--- src/rtl/lsu_pkg.sv ---
// Shared encodings for the load/store unit: access sizes, FSM states, timeout counter width.
package lsu_pkg;

  typedef enum logic [1:0] {
    SZ_BYTE = 2'b00,
    SZ_HALF = 2'b01,
    SZ_WORD = 2'b10,
    SZ_ILL  = 2'b11
  } size_e;

  typedef enum logic [1:0] {
    ST_IDLE = 2'b00,
    ST_REQ  = 2'b01,
    ST_RESP = 2'b10
  } state_e;

  localparam int TO_CNT_WIDTH = 5;

endpackage

--- src/rtl/load_store_unit_if.sv ---
// Execute-stage request/response and data-memory bus signals of the load/store unit.
interface load_store_unit_if #(
  parameter int ADDR_WIDTH = 32
);
  logic                  req_valid_i;
  logic                  req_ready_o;
  logic                  we_i;
  logic [1:0]            size_i;
  logic                  unsigned_i;
  logic [ADDR_WIDTH-1:0] addr_i;
  logic [31:0]           wdata_i;
  logic                  rsp_valid_o;
  logic [31:0]           rdata_o;
  logic                  misaligned_o;
  logic                  bus_err_o;
  logic                  mem_req_o;
  logic                  mem_we_o;
  logic [ADDR_WIDTH-1:0] mem_addr_o;
  logic [3:0]            mem_be_o;
  logic [31:0]           mem_wdata_o;
  logic                  mem_ack_i;
  logic [31:0]           mem_rdata_i;

  modport slave (
    input  req_valid_i, we_i, size_i, unsigned_i, addr_i, wdata_i, mem_ack_i, mem_rdata_i,
    output req_ready_o, rsp_valid_o, rdata_o, misaligned_o, bus_err_o,
    output mem_req_o, mem_we_o, mem_addr_o, mem_be_o, mem_wdata_o
  );

  modport master (
    output req_valid_i, we_i, size_i, unsigned_i, addr_i, wdata_i, mem_ack_i, mem_rdata_i,
    input  req_ready_o, rsp_valid_o, rdata_o, misaligned_o, bus_err_o,
    input  mem_req_o, mem_we_o, mem_addr_o, mem_be_o, mem_wdata_o
  );
endinterface

--- src/rtl/lsu_align.sv ---
// Combinational lane logic: alignment check, byte enables, store replication, load extract/extend.
module lsu_align
  import lsu_pkg::*;
(
  input  logic [1:0]  size,
  input  logic [1:0]  addr_lo,
  input  logic        is_unsigned,
  input  logic [31:0] wdata,
  input  logic [31:0] rdata_word,
  output logic        misaligned,
  output logic [3:0]  be,
  output logic [31:0] wdata_lanes,
  output logic [31:0] load_data
);

  logic [31:0] shifted;

  always_comb begin
    misaligned  = 1'b0;
    be          = 4'b0000;
    wdata_lanes = '0;
    load_data   = '0;
    shifted     = rdata_word >> {addr_lo, 3'b000};
    case (size_e'(size))
      SZ_BYTE: begin
        be          = 4'b0001 << addr_lo;
        wdata_lanes = {4{wdata[7:0]}};
        load_data   = is_unsigned ? {24'b0, shifted[7:0]} : {{24{shifted[7]}}, shifted[7:0]};
      end
      SZ_HALF: begin
        misaligned  = addr_lo[0];
        be          = 4'b0011 << {addr_lo[1], 1'b0};
        wdata_lanes = {2{wdata[15:0]}};
        load_data   = is_unsigned ? {16'b0, shifted[15:0]} : {{16{shifted[15]}}, shifted[15:0]};
      end
      SZ_WORD: begin
        misaligned  = (addr_lo != 2'b00);
        be          = 4'b1111;
        wdata_lanes = wdata;
        load_data   = shifted;
      end
      default: misaligned = 1'b1;
    endcase
  end

endmodule

--- src/rtl/load_store_unit.sv ---
// Data-memory access stage: one outstanding load/store over a valid/ack bus.
// Optional bus timeout abort is built when LSU_TIMEOUT_EN is defined.
module load_store_unit
  import lsu_pkg::*;
#(
  parameter int ADDR_WIDTH = 32,
  parameter int DATA_WIDTH = 32
`ifdef LSU_TIMEOUT_EN
  ,
  parameter int TIMEOUT_CYCLES = 16
`endif
) (
  input logic              clk,
  input logic              reset,
  load_store_unit_if.slave bus
);

  state_e                state, next_state;
  logic                  accept, ack_take;
  logic                  req_we, req_unsigned;
  logic [1:0]            req_size;
  logic [ADDR_WIDTH-1:0] req_addr;
  logic [DATA_WIDTH-1:0] req_wdata;
  logic [31:0]           rdata_q;
  logic                  mis_q;
  logic                  in_idle, in_req, in_resp;
  logic [1:0]            al_size, al_addr_lo;
  logic                  al_misaligned;
  logic [3:0]            al_be;
  logic [31:0]           al_wdata, al_load;

  assign in_idle = (state == ST_IDLE);
  assign in_req  = (state == ST_REQ);
  assign in_resp = (state == ST_RESP);

  // In IDLE the aligner checks the incoming request; afterwards it works on the captured one.
  assign al_size    = in_idle ? bus.size_i : req_size;
  assign al_addr_lo = in_idle ? bus.addr_i[1:0] : req_addr[1:0];

  lsu_align u_align (
    .size        (al_size),
    .addr_lo     (al_addr_lo),
    .is_unsigned (req_unsigned),
    .wdata       (req_wdata),
    .rdata_word  (bus.mem_rdata_i),
    .misaligned  (al_misaligned),
    .be          (al_be),
    .wdata_lanes (al_wdata),
    .load_data   (al_load)
  );

`ifdef LSU_TIMEOUT_EN
  localparam logic [TO_CNT_WIDTH-1:0] TIMEOUT_LAST = TO_CNT_WIDTH'(TIMEOUT_CYCLES - 1);
  logic [TO_CNT_WIDTH-1:0] to_cnt;
  logic                    timeout_hit;
  logic                    err_q;

  always_ff @(posedge clk or negedge reset) begin
    if (!reset)                to_cnt <= '0;
    else if (!in_req)          to_cnt <= '0;
    else if (!bus.mem_ack_i)   to_cnt <= to_cnt + TO_CNT_WIDTH'(1);
  end

  always_ff @(posedge clk or negedge reset) begin
    if (!reset)            err_q <= 1'b0;
    else if (accept)       err_q <= 1'b0;
    else if (timeout_hit)  err_q <= 1'b1;
  end

  assign bus.bus_err_o = in_resp & err_q;
`else
  assign bus.bus_err_o = 1'b0;
`endif

  always_ff @(posedge clk or negedge reset) begin
    if (!reset) state <= ST_IDLE;
    else        state <= next_state;
  end

  always_comb begin
    next_state = state;
    accept     = 1'b0;
    ack_take   = 1'b0;
`ifdef LSU_TIMEOUT_EN
    timeout_hit = 1'b0;
`endif
    case (state)
      ST_IDLE: begin
        if (bus.req_valid_i) begin
          accept     = 1'b1;
          next_state = al_misaligned ? ST_RESP : ST_REQ;
        end
      end
      ST_REQ: begin
        if (bus.mem_ack_i) begin
          ack_take   = 1'b1;
          next_state = ST_RESP;
        end
`ifdef LSU_TIMEOUT_EN
        else if (to_cnt == TIMEOUT_LAST) begin
          timeout_hit = 1'b1;
          next_state  = ST_RESP;
        end
`endif
      end
      ST_RESP: next_state = ST_IDLE;
      default: next_state = ST_IDLE;
    endcase
  end

  // Request capture at acceptance; load data is captured (already extended) on the ack.
  always_ff @(posedge clk or negedge reset) begin
    if (!reset) begin
      req_we       <= 1'b0;
      req_unsigned <= 1'b0;
      req_size     <= 2'b00;
      req_addr     <= '0;
      req_wdata    <= '0;
      rdata_q      <= '0;
      mis_q        <= 1'b0;
    end else if (accept) begin
      req_we       <= bus.we_i;
      req_unsigned <= bus.unsigned_i;
      req_size     <= bus.size_i;
      req_addr     <= bus.addr_i;
      req_wdata    <= bus.wdata_i;
      rdata_q      <= '0;
      mis_q        <= al_misaligned;
    end else if (ack_take) begin
      rdata_q      <= req_we ? '0 : al_load;
    end
  end

  assign bus.req_ready_o  = in_idle;
  assign bus.rsp_valid_o  = in_resp;
  assign bus.rdata_o      = in_resp ? rdata_q : '0;
  assign bus.misaligned_o = in_resp & mis_q;
  assign bus.mem_req_o    = in_req;
  assign bus.mem_we_o     = in_req & req_we;
  assign bus.mem_addr_o   = in_req ? {req_addr[ADDR_WIDTH-1:2], 2'b00} : '0;
  assign bus.mem_be_o     = in_req ? al_be : 4'b0000;
  assign bus.mem_wdata_o  = in_req ? al_wdata : '0;

endmodule

--- src/flat_wrapper.sv ---
// flat-port wrapper written by rule: the top's interface ports become plain ports
module load_store_unit_flat import lsu_pkg::*;
#(
  parameter int ADDR_WIDTH = 32,
  parameter int DATA_WIDTH = 32

)
  (clk, reset, bus_req_valid_i, bus_we_i, bus_size_i, bus_unsigned_i, bus_addr_i, bus_wdata_i, bus_mem_ack_i, bus_mem_rdata_i, bus_req_ready_o, bus_rsp_valid_o, bus_rdata_o, bus_misaligned_o, bus_bus_err_o, bus_mem_req_o, bus_mem_we_o, bus_mem_addr_o, bus_mem_be_o, bus_mem_wdata_o);
  load_store_unit_if #(.ADDR_WIDTH(ADDR_WIDTH)) bus_i ();
  input logic clk;
  input logic reset;
  input wire logic [$bits(bus_i.req_valid_i)-1:0] bus_req_valid_i;
  input wire logic [$bits(bus_i.we_i)-1:0] bus_we_i;
  input wire logic [$bits(bus_i.size_i)-1:0] bus_size_i;
  input wire logic [$bits(bus_i.unsigned_i)-1:0] bus_unsigned_i;
  input wire logic [$bits(bus_i.addr_i)-1:0] bus_addr_i;
  input wire logic [$bits(bus_i.wdata_i)-1:0] bus_wdata_i;
  input wire logic [$bits(bus_i.mem_ack_i)-1:0] bus_mem_ack_i;
  input wire logic [$bits(bus_i.mem_rdata_i)-1:0] bus_mem_rdata_i;
  output wire logic [$bits(bus_i.req_ready_o)-1:0] bus_req_ready_o;
  output wire logic [$bits(bus_i.rsp_valid_o)-1:0] bus_rsp_valid_o;
  output wire logic [$bits(bus_i.rdata_o)-1:0] bus_rdata_o;
  output wire logic [$bits(bus_i.misaligned_o)-1:0] bus_misaligned_o;
  output wire logic [$bits(bus_i.bus_err_o)-1:0] bus_bus_err_o;
  output wire logic [$bits(bus_i.mem_req_o)-1:0] bus_mem_req_o;
  output wire logic [$bits(bus_i.mem_we_o)-1:0] bus_mem_we_o;
  output wire logic [$bits(bus_i.mem_addr_o)-1:0] bus_mem_addr_o;
  output wire logic [$bits(bus_i.mem_be_o)-1:0] bus_mem_be_o;
  output wire logic [$bits(bus_i.mem_wdata_o)-1:0] bus_mem_wdata_o;
  assign bus_i.req_valid_i = bus_req_valid_i;
  assign bus_i.we_i = bus_we_i;
  assign bus_i.size_i = bus_size_i;
  assign bus_i.unsigned_i = bus_unsigned_i;
  assign bus_i.addr_i = bus_addr_i;
  assign bus_i.wdata_i = bus_wdata_i;
  assign bus_i.mem_ack_i = bus_mem_ack_i;
  assign bus_i.mem_rdata_i = bus_mem_rdata_i;
  assign bus_req_ready_o = bus_i.req_ready_o;
  assign bus_rsp_valid_o = bus_i.rsp_valid_o;
  assign bus_rdata_o = bus_i.rdata_o;
  assign bus_misaligned_o = bus_i.misaligned_o;
  assign bus_bus_err_o = bus_i.bus_err_o;
  assign bus_mem_req_o = bus_i.mem_req_o;
  assign bus_mem_we_o = bus_i.mem_we_o;
  assign bus_mem_addr_o = bus_i.mem_addr_o;
  assign bus_mem_be_o = bus_i.mem_be_o;
  assign bus_mem_wdata_o = bus_i.mem_wdata_o;
  load_store_unit #(.ADDR_WIDTH(ADDR_WIDTH), .DATA_WIDTH(DATA_WIDTH)) u_core (.clk(clk), .reset(reset), .bus(bus_i));
endmodule
--- config.mk ---
export PLATFORM = sky130hd
export DESIGN_NAME = load_store_unit_flat
export DESIGN_NICKNAME = d
export VERILOG_FILES = /design/src/rtl/lsu_pkg.sv /design/src/rtl/load_store_unit_if.sv /design/src/rtl/lsu_align.sv /design/src/rtl/load_store_unit.sv /design/src/flat_wrapper.sv
export SDC_FILE = /design/constraint.sdc
export NUM_CORES = 1
export LEC_CHECK = 0
export BUFFER_PORTS_ARGS = -buffer_cell sky130_fd_sc_hd__buf_2
export CORE_MARGIN = 1.5
export CORE_UTILIZATION = 46
export DETAILED_ROUTE_END_ITERATION = 10
export PLACE_DENSITY_LB_ADDON = 0.2
export SETUP_SLACK_MARGIN = 0.05
export SYNTH_ARGS = -nofsm -noshare
export SYNTH_HDL_FRONTEND = slang
export SYNTH_SLANG_ARGS = --single-unit
--- constraint.sdc ---
create_clock -name clk -period 1.7 [get_ports clk]
set_input_delay 0.085 -clock clk [delete_from_list [all_inputs] [get_ports clk]]
set_output_delay 0.085 -clock clk [all_outputs]
set_load 0.005 [all_outputs]
After elaboration in Yosys (flattened, before gate mapping). Index checks and enable logic that the tools add are counted.

Flip-flop bits (word level): 103. Logic and storage cells: 47. Input port bits: 104. Output and inout port bits: 106.

Reduce and logical (&&, ||, !) cells: 5. Bitwise gates (word level): 2. Equality and inequality tests: 6. Mux-type cells: 23. Shift operators: 3.

Operators with widths (count): 2-to-1 mux 32 bit (8); one-hot mux 32 bit (3 select lines) (2); >> shifter 32 x 5 -> 32 bit (1); one-hot mux 4 bit (3 select lines) (1); 2-to-1 mux 2 bit (5); == test 2 x 1 -> 1 bit, second input constant (2); == test 2 bit, second input constant (2); logical NOT 2 bit (2); 2-to-1 mux 1 bit (4); 2-to-1 mux 4 bit (1); inequality test 2 bit, second input constant (2); one-hot mux 2 bit (2 select lines) (1); nonzero test 2 bit (2); left shift 1 x 2 -> 4 bit, first input constant (1); left shift 2 x 2 -> 4 bit, first input constant (1); one-hot mux 1 bit (3 select lines) (1); AND 1 bit (2); AND reduction 2 bit (1).

Logic depth before layout (Yosys ltp).
Depth in word-level cells: 8. Gate-level depth with buffers: 8. Mapped depth without buffers: 6.

By module. Synthesis repeated with hierarchy kept, for this count alone.

Cell total of the unflattened synthesis: 530. Area total of the unflattened synthesis: 5740.5 µm².

By module, submodules not included: load_store_unit (cells an instance 350, area an instance 4544.4 µm², times used 1, seq. area each 2577.5 µm²); lsu_align (cells an instance 180, area an instance 1196.1 µm², times used 1, seq. area each 0.0 µm²).

Worst setup path before layout. OpenSTA, ideal clock, no wires.

Path type: reg2out. Start: register u_core.state[0]. End: output bus_mem_wdata_o[24]. Stages on the path, launching flop included: 7. Required time: 1.615 ns. Data arrival time: 1.819 ns. Path buffers: 1. Slack: -0.204 ns. Cell sequence: dfrtp_1 -> nor2_1 -> buf_4 -> mux2_2 -> nor2_1 -> a22oi_1 -> nor2_1.

Cells in the longest elaborated chain, start to end: 5. Elaborated cells on any way between the ends: 8. Classes of those cells: eq/ne: 3; mux: 3; reduce/logical: 2.

Ends and longest elaborated chain: start: declaration (RTL line load_store_unit.sv:18) `state_e state, next_state;`; start signal: assignment (RTL line load_store_unit.sv:77) `else state <= next_state;`; logical NOT 2 bit * (RTL line load_store_unit.sv:32) `assign in_idle = (state == ST_IDLE);`; via bus_req_ready_o (RTL line flat_wrapper.sv:20) `output wire logic [$bits(bus_i.req_ready_o)-1:0] bus_req_ready_o;`; 2-to-1 mux 2 bit * (RTL line load_store_unit.sv:37) `assign al_size = in_idle ? bus.size_i : req_size;`; == test 2 bit (tied with other cells) (RTL line lsu_align.sv:24) `case (size_e'(size))`; one-hot mux 32 bit (3 select lines) * (RTL line lsu_align.sv:24); 2-to-1 mux 32 bit * (RTL line load_store_unit.sv:142) `assign bus.mem_wdata_o = in_req ? al_wdata : '0;`; end: declaration (RTL line flat_wrapper.sv:29) `output wire logic [$bits(bus_i.mem_wdata_o)-1:0] bus_mem_wdata_o;`.

The timed path passes the listed nets; every way through them passes the cells marked *.

Worst setup path in the final report.
Start: register u_core.state[0]. End: register u_core.rdata_q[29].

Cells in the longest elaborated chain, start to end: 8. Elaborated cells on any way between the ends: 17. Classes of those cells: eq/ne: 3; shift: 1; mux: 10; reduce/logical: 3.

Ends and longest elaborated chain: logical NOT 2 bit (RTL line load_store_unit.sv:32, load_store_unit.sv:87); 2-to-1 mux 2 bit (RTL line load_store_unit.sv:38) `assign al_addr_lo = in_idle ? bus.addr_i[1:0] : req_addr[1:0];`; >> shifter 32 x 5 -> 32 bit (RTL line lsu_align.sv:23) `shifted = rdata_word >> {addr_lo, 3'b000};`; 2-to-1 mux 32 bit, on equally long branches (RTL line lsu_align.sv:34, lsu_align.sv:28); one-hot mux 32 bit (3 select lines) (RTL line lsu_align.sv:24); 2-to-1 mux 32 bit (RTL line load_store_unit.sv:130) `rdata_q <= req_we ? '0 : al_load;`; 2-to-1 mux 32 bit (RTL line load_store_unit.sv:129) `end else if (ack_take) begin`; 2-to-1 mux 32 bit (RTL line load_store_unit.sv:121) `end else if (accept) begin`; end signal: assignment (RTL line load_store_unit.sv:130); end: declaration (RTL line load_store_unit.sv:24) `logic [31:0] rdata_q;`.

Parallel ways exist; a longest one is shown, timed or not. The select of a mux whose other input is x is not followed. A chain may end at the register's enable or synchronous reset.

==> results <==
- CTS built an H-tree with a depth of 3.
- The fmax is 436 MHz.
- The number of detailed-route iterations in the first pass is 5.
- dfrtp_1 takes more of the synthesized area than any other cell.
- Clock tree synthesis inserted a total of 9 buffers.
- The largest net degree at the start of global routing is 43.
- The first global-routing pass estimated 34200 µm of wire.
- The worst reg2reg path depth is 9.
- In this run the register-to-register setup slack is -0.59 ns.
- Leaving out filler cells and counting taps, the final layout contains 1247.
- The checks that failed: setup timing.
- The relative slew slack is 66.5%.
- The clock slew seen by the registers of the worst setup and hold paths is 0.07 ns.
- The worst-case setup margin in the final layout is -0.592 ns.
- The final global-route overflow total is 0.
- The total count of max-transition violations in the final report is 0.
- For this run, the register share of the synthesized area comes to 43.6%.
- After layout, the worst path uses 135% of the clock period.
- The synthesized design contains 0 enable-type register cells.
- The largest fanout on the critical path is 8.
- The cell area after technology mapping is 5910 µm².
- Compared with the post-synthesis result, the final layout area differs by 74.0%.
- The minimum clock period after layout is 2.29 ns.
- Row generation in the floorplan step produced 41 rows.
- The most common flop cell mapped by yosys is dfrtp_1.
- The via total after detailed routing is 7033.
- The via count of the first global-routing pass is 6858.
- Once detail routing completed, the nets flagged for antenna violations numbered 0.
- Pin placement for this block handled 210 I/O pins.
- Between clock sinks in the finished design, the worst skew comes to 0.00854 ns.
- The clock tree from TritonCTS is yes.
- The floorplan step defined a core boundary enclosing 12600 µm².
- STA puts the critical path data required time at 1.97 ns.
- The standby leakage power is 5.05 nW.
- Once placement completed, the tool counted placed cells totaling 1114.
- The share of cells above drive strength 1 is 47.8%.
- Measured along the x axis, the die boundary spans 116 µm.
- The most instantiated library cell after synthesis is nand2_1.
- The count of mapped cells out of synthesis is 709.
- The post-detailed-route wirelength per cell is 19.0 µm.
- The insertion delay of the later-clocked pin in the worst-skew pair is 0.35 ns.
- The initial utilization of the core area, before any placement, comes to 47.0%.
- The total detailed-routing wirelength is 23700 µm.
- The final hold violation count is 0.
- The critical path class is reg2reg.
- The startpoint identified for the worst hold timing path is bus_mem_rdata_i[18].
- The share of synthesized registers carrying an async set or reset is 100%.
- Setup repair after global routing could not meet its margin everywhere.
- The critical register-to-register path startpoint is u_core.state[0].
- The floorplan step defined a die boundary enclosing 13500 µm².
- The longest clock path from root to sink contains 2 buffers.
- Prior to clock tree synthesis, the placed netlist has a worst setup slack of -0.249 ns.
- In the synthesized netlist, the cells that appear most often are nand2_1, dfrtp_1, and2_1.
- The global placement routability congestion is 0.887.
- The endpoint of the worst register-to-register path is u_core.rdata_q[29].
- The sum of negative setup slack is -56.70 ns.
- Overall power consumption after layout is estimated at 16.8 mW.
- The most critical setup path has its endpoint at u_core.rdata_q[29].
- The yosys synthesis warning count is 0.
- For this run, the post-layout net count is 1173.
- Each instance of the synthesized netlist takes up on average 8.34 µm².
- The CTS root buffer is clkbuf_16.
- The startpoint of the most critical setup path is u_core.state[0].
- Global routing used 32.8% of the available tracks.
- The CTS sink count is 103.
- Synthesis inferred 103 register bits.
- The count of distinct cell types in the synthesized netlist is 51.
- Port buffering added 206 buffers.
- The proportion of netlist area held by the largest area contributor is 43.6%.
- The number of maximum-capacitance violations is 0.
- The via density per instance is 5.64.
- The number of remaining DRC errors is 0.
- The violation count after the first detailed-route iteration is 603.
- The critical path startpoint category is a flip-flop.
- In the post-synthesis netlist, the biggest area contributors are dfrtp_1, nand2_1, and2_1, a22oi_1, a211oi_1.
- After legalization and detailed placement, the total HPWL measured 13600 µm.
- The initial antenna violation count is 2.
- The die outline height is 116 µm.
- Setup violations remaining at the end of the flow were counted as 137.
- The power density over the cells is 1630 nW/µm².
- The flow ran to the end, but the final reports show violations.
- For the pin with the worst max-slew slack, the measured transition is 0.502 ns.
- The data arrival time of the worst path is 2.57 ns.
- The critical path endpoint category is a flip-flop.
- VDD sags by at most 0.000884 V.
- Once layout is complete, the utilization of the core stands at 81.8%.
- The class of the tightest hold or removal check is in2reg.
-- metrics by stage --
stage	instance area [µm²]	hold WS, ns
4_1_cts	9460	0.00601
3_3_place_gp	7750	0.0617
3_5_place_dp	7750	0.0748
6_report	10300	0.0107
2_1_floorplan	6130	-0.211
5_1_grt	10300	0.0199
-- where the power goes --
group	internal (mW)	switching (mW)
clock	1.15	0.949
sequential	3.43	0.874
combinational	5.26	5.14
total	9.83	6.96
-- sequential cells by signal (all words and copies together) (netlist names) --
signal               flops
u_core.mis_q             1
u_core.rdata_q          32
u_core.req_addr         32
u_core.req_size          2
u_core.req_unsigned      1
u_core.req_wdata        32
u_core.req_we            1
u_core.state             2
-- layout make-up --
class,instances,area [µm²]
Tap cell,172,215
Antenna cell,1,2.50
Fill cell,712,2290
Multi-Input combinational cell,553,3820
Inverter,4,22.5
Clock inverter,7,71.3
Sequential cell,103,2580
Timing Repair Buffer,398,3340
Clock buffer,9,225
-- cell families after synthesis --
family | share of synthesized area [%]
mux | 3.73
other cells | 0.0634
simple gates | 29.3
compound gates | 18.9
xor+xnor | 0.275
buf+inv | 4.17
flops | 43.6
-- how the worst min path moves through the flow --
stage / to / depth (start not counted)
after floorplan: u_core.mis_q / 0
after global placement: u_core.rdata_q[2] / 1
after detailed placement: u_core.rdata_q[2] / 1
after CTS: u_core.req_size[1] / 3
after global routing: u_core.req_size[1] / 3
final: u_core.rdata_q[10] / 3
-- repair_timing --
item | CTS | global route
gates resized for setup | 95 | 143
endpoints found under the hold margin | 98 | 0
buffers inserted | 26 | 16
hold buffers | 68 | 0
setup endpoints to repair | 135 | 137
cloned | 7 | 5
pin swaps | 30 | 72
-- layout by cell type, fill, tap and decap left out, types with 5 or more instances in the layout --
cell type        n
nand2_1        210
buf_2          169
dfrtp_1        101
buf_4           73
dlygate4sd3_1   68
buf_6           58
and2_4          43
nor2_1          32
and2_1          22
a22oi_2         19
a21oi_2         17
nand3_1         17
buf_12          17
a22oi_1         12
clkbuf_16       12
and3_4          11
a211oi_2        11
a211oi_1        11
a21oi_1         10
o21ai_0          8
mux2i_1          8
o211ai_1         8
o2bb2ai_1        7
a22o_1           7
nor2_4           6
mux2_4           6
a21oi_4          6
a221oi_2         6
a31oi_1          6
buf_8            6
nor2_2           5
-- critical path, stage by stage (launching register included) --
cell and delay, ns:
dfrtp_2 0.44, buf_6 0.13, buf_6 0.11, or3b_4 0.41
buf_6 0.13, a21o_4 0.22, a211oi_4 0.38, buf_12 0.19
a211oi_2 0.04, a21oi_1 0.15
-- layer usage --
| metal | vias up | GRT usage (%) | wire length [µm] |
|---|---|---|---|
| met4 | 2 | 14.3 | 1030 |
| li1 | 3148 | - | - |
| met2 | 411 | 55.9 | 11800 |
| met5 | - | 0 | 10 |
| met1 | 3379 | 40.0 | 8930 |
| met3 | 93 | 7.21 | 1910 |
Note: power is estimated with default switching activity, not from simulation.
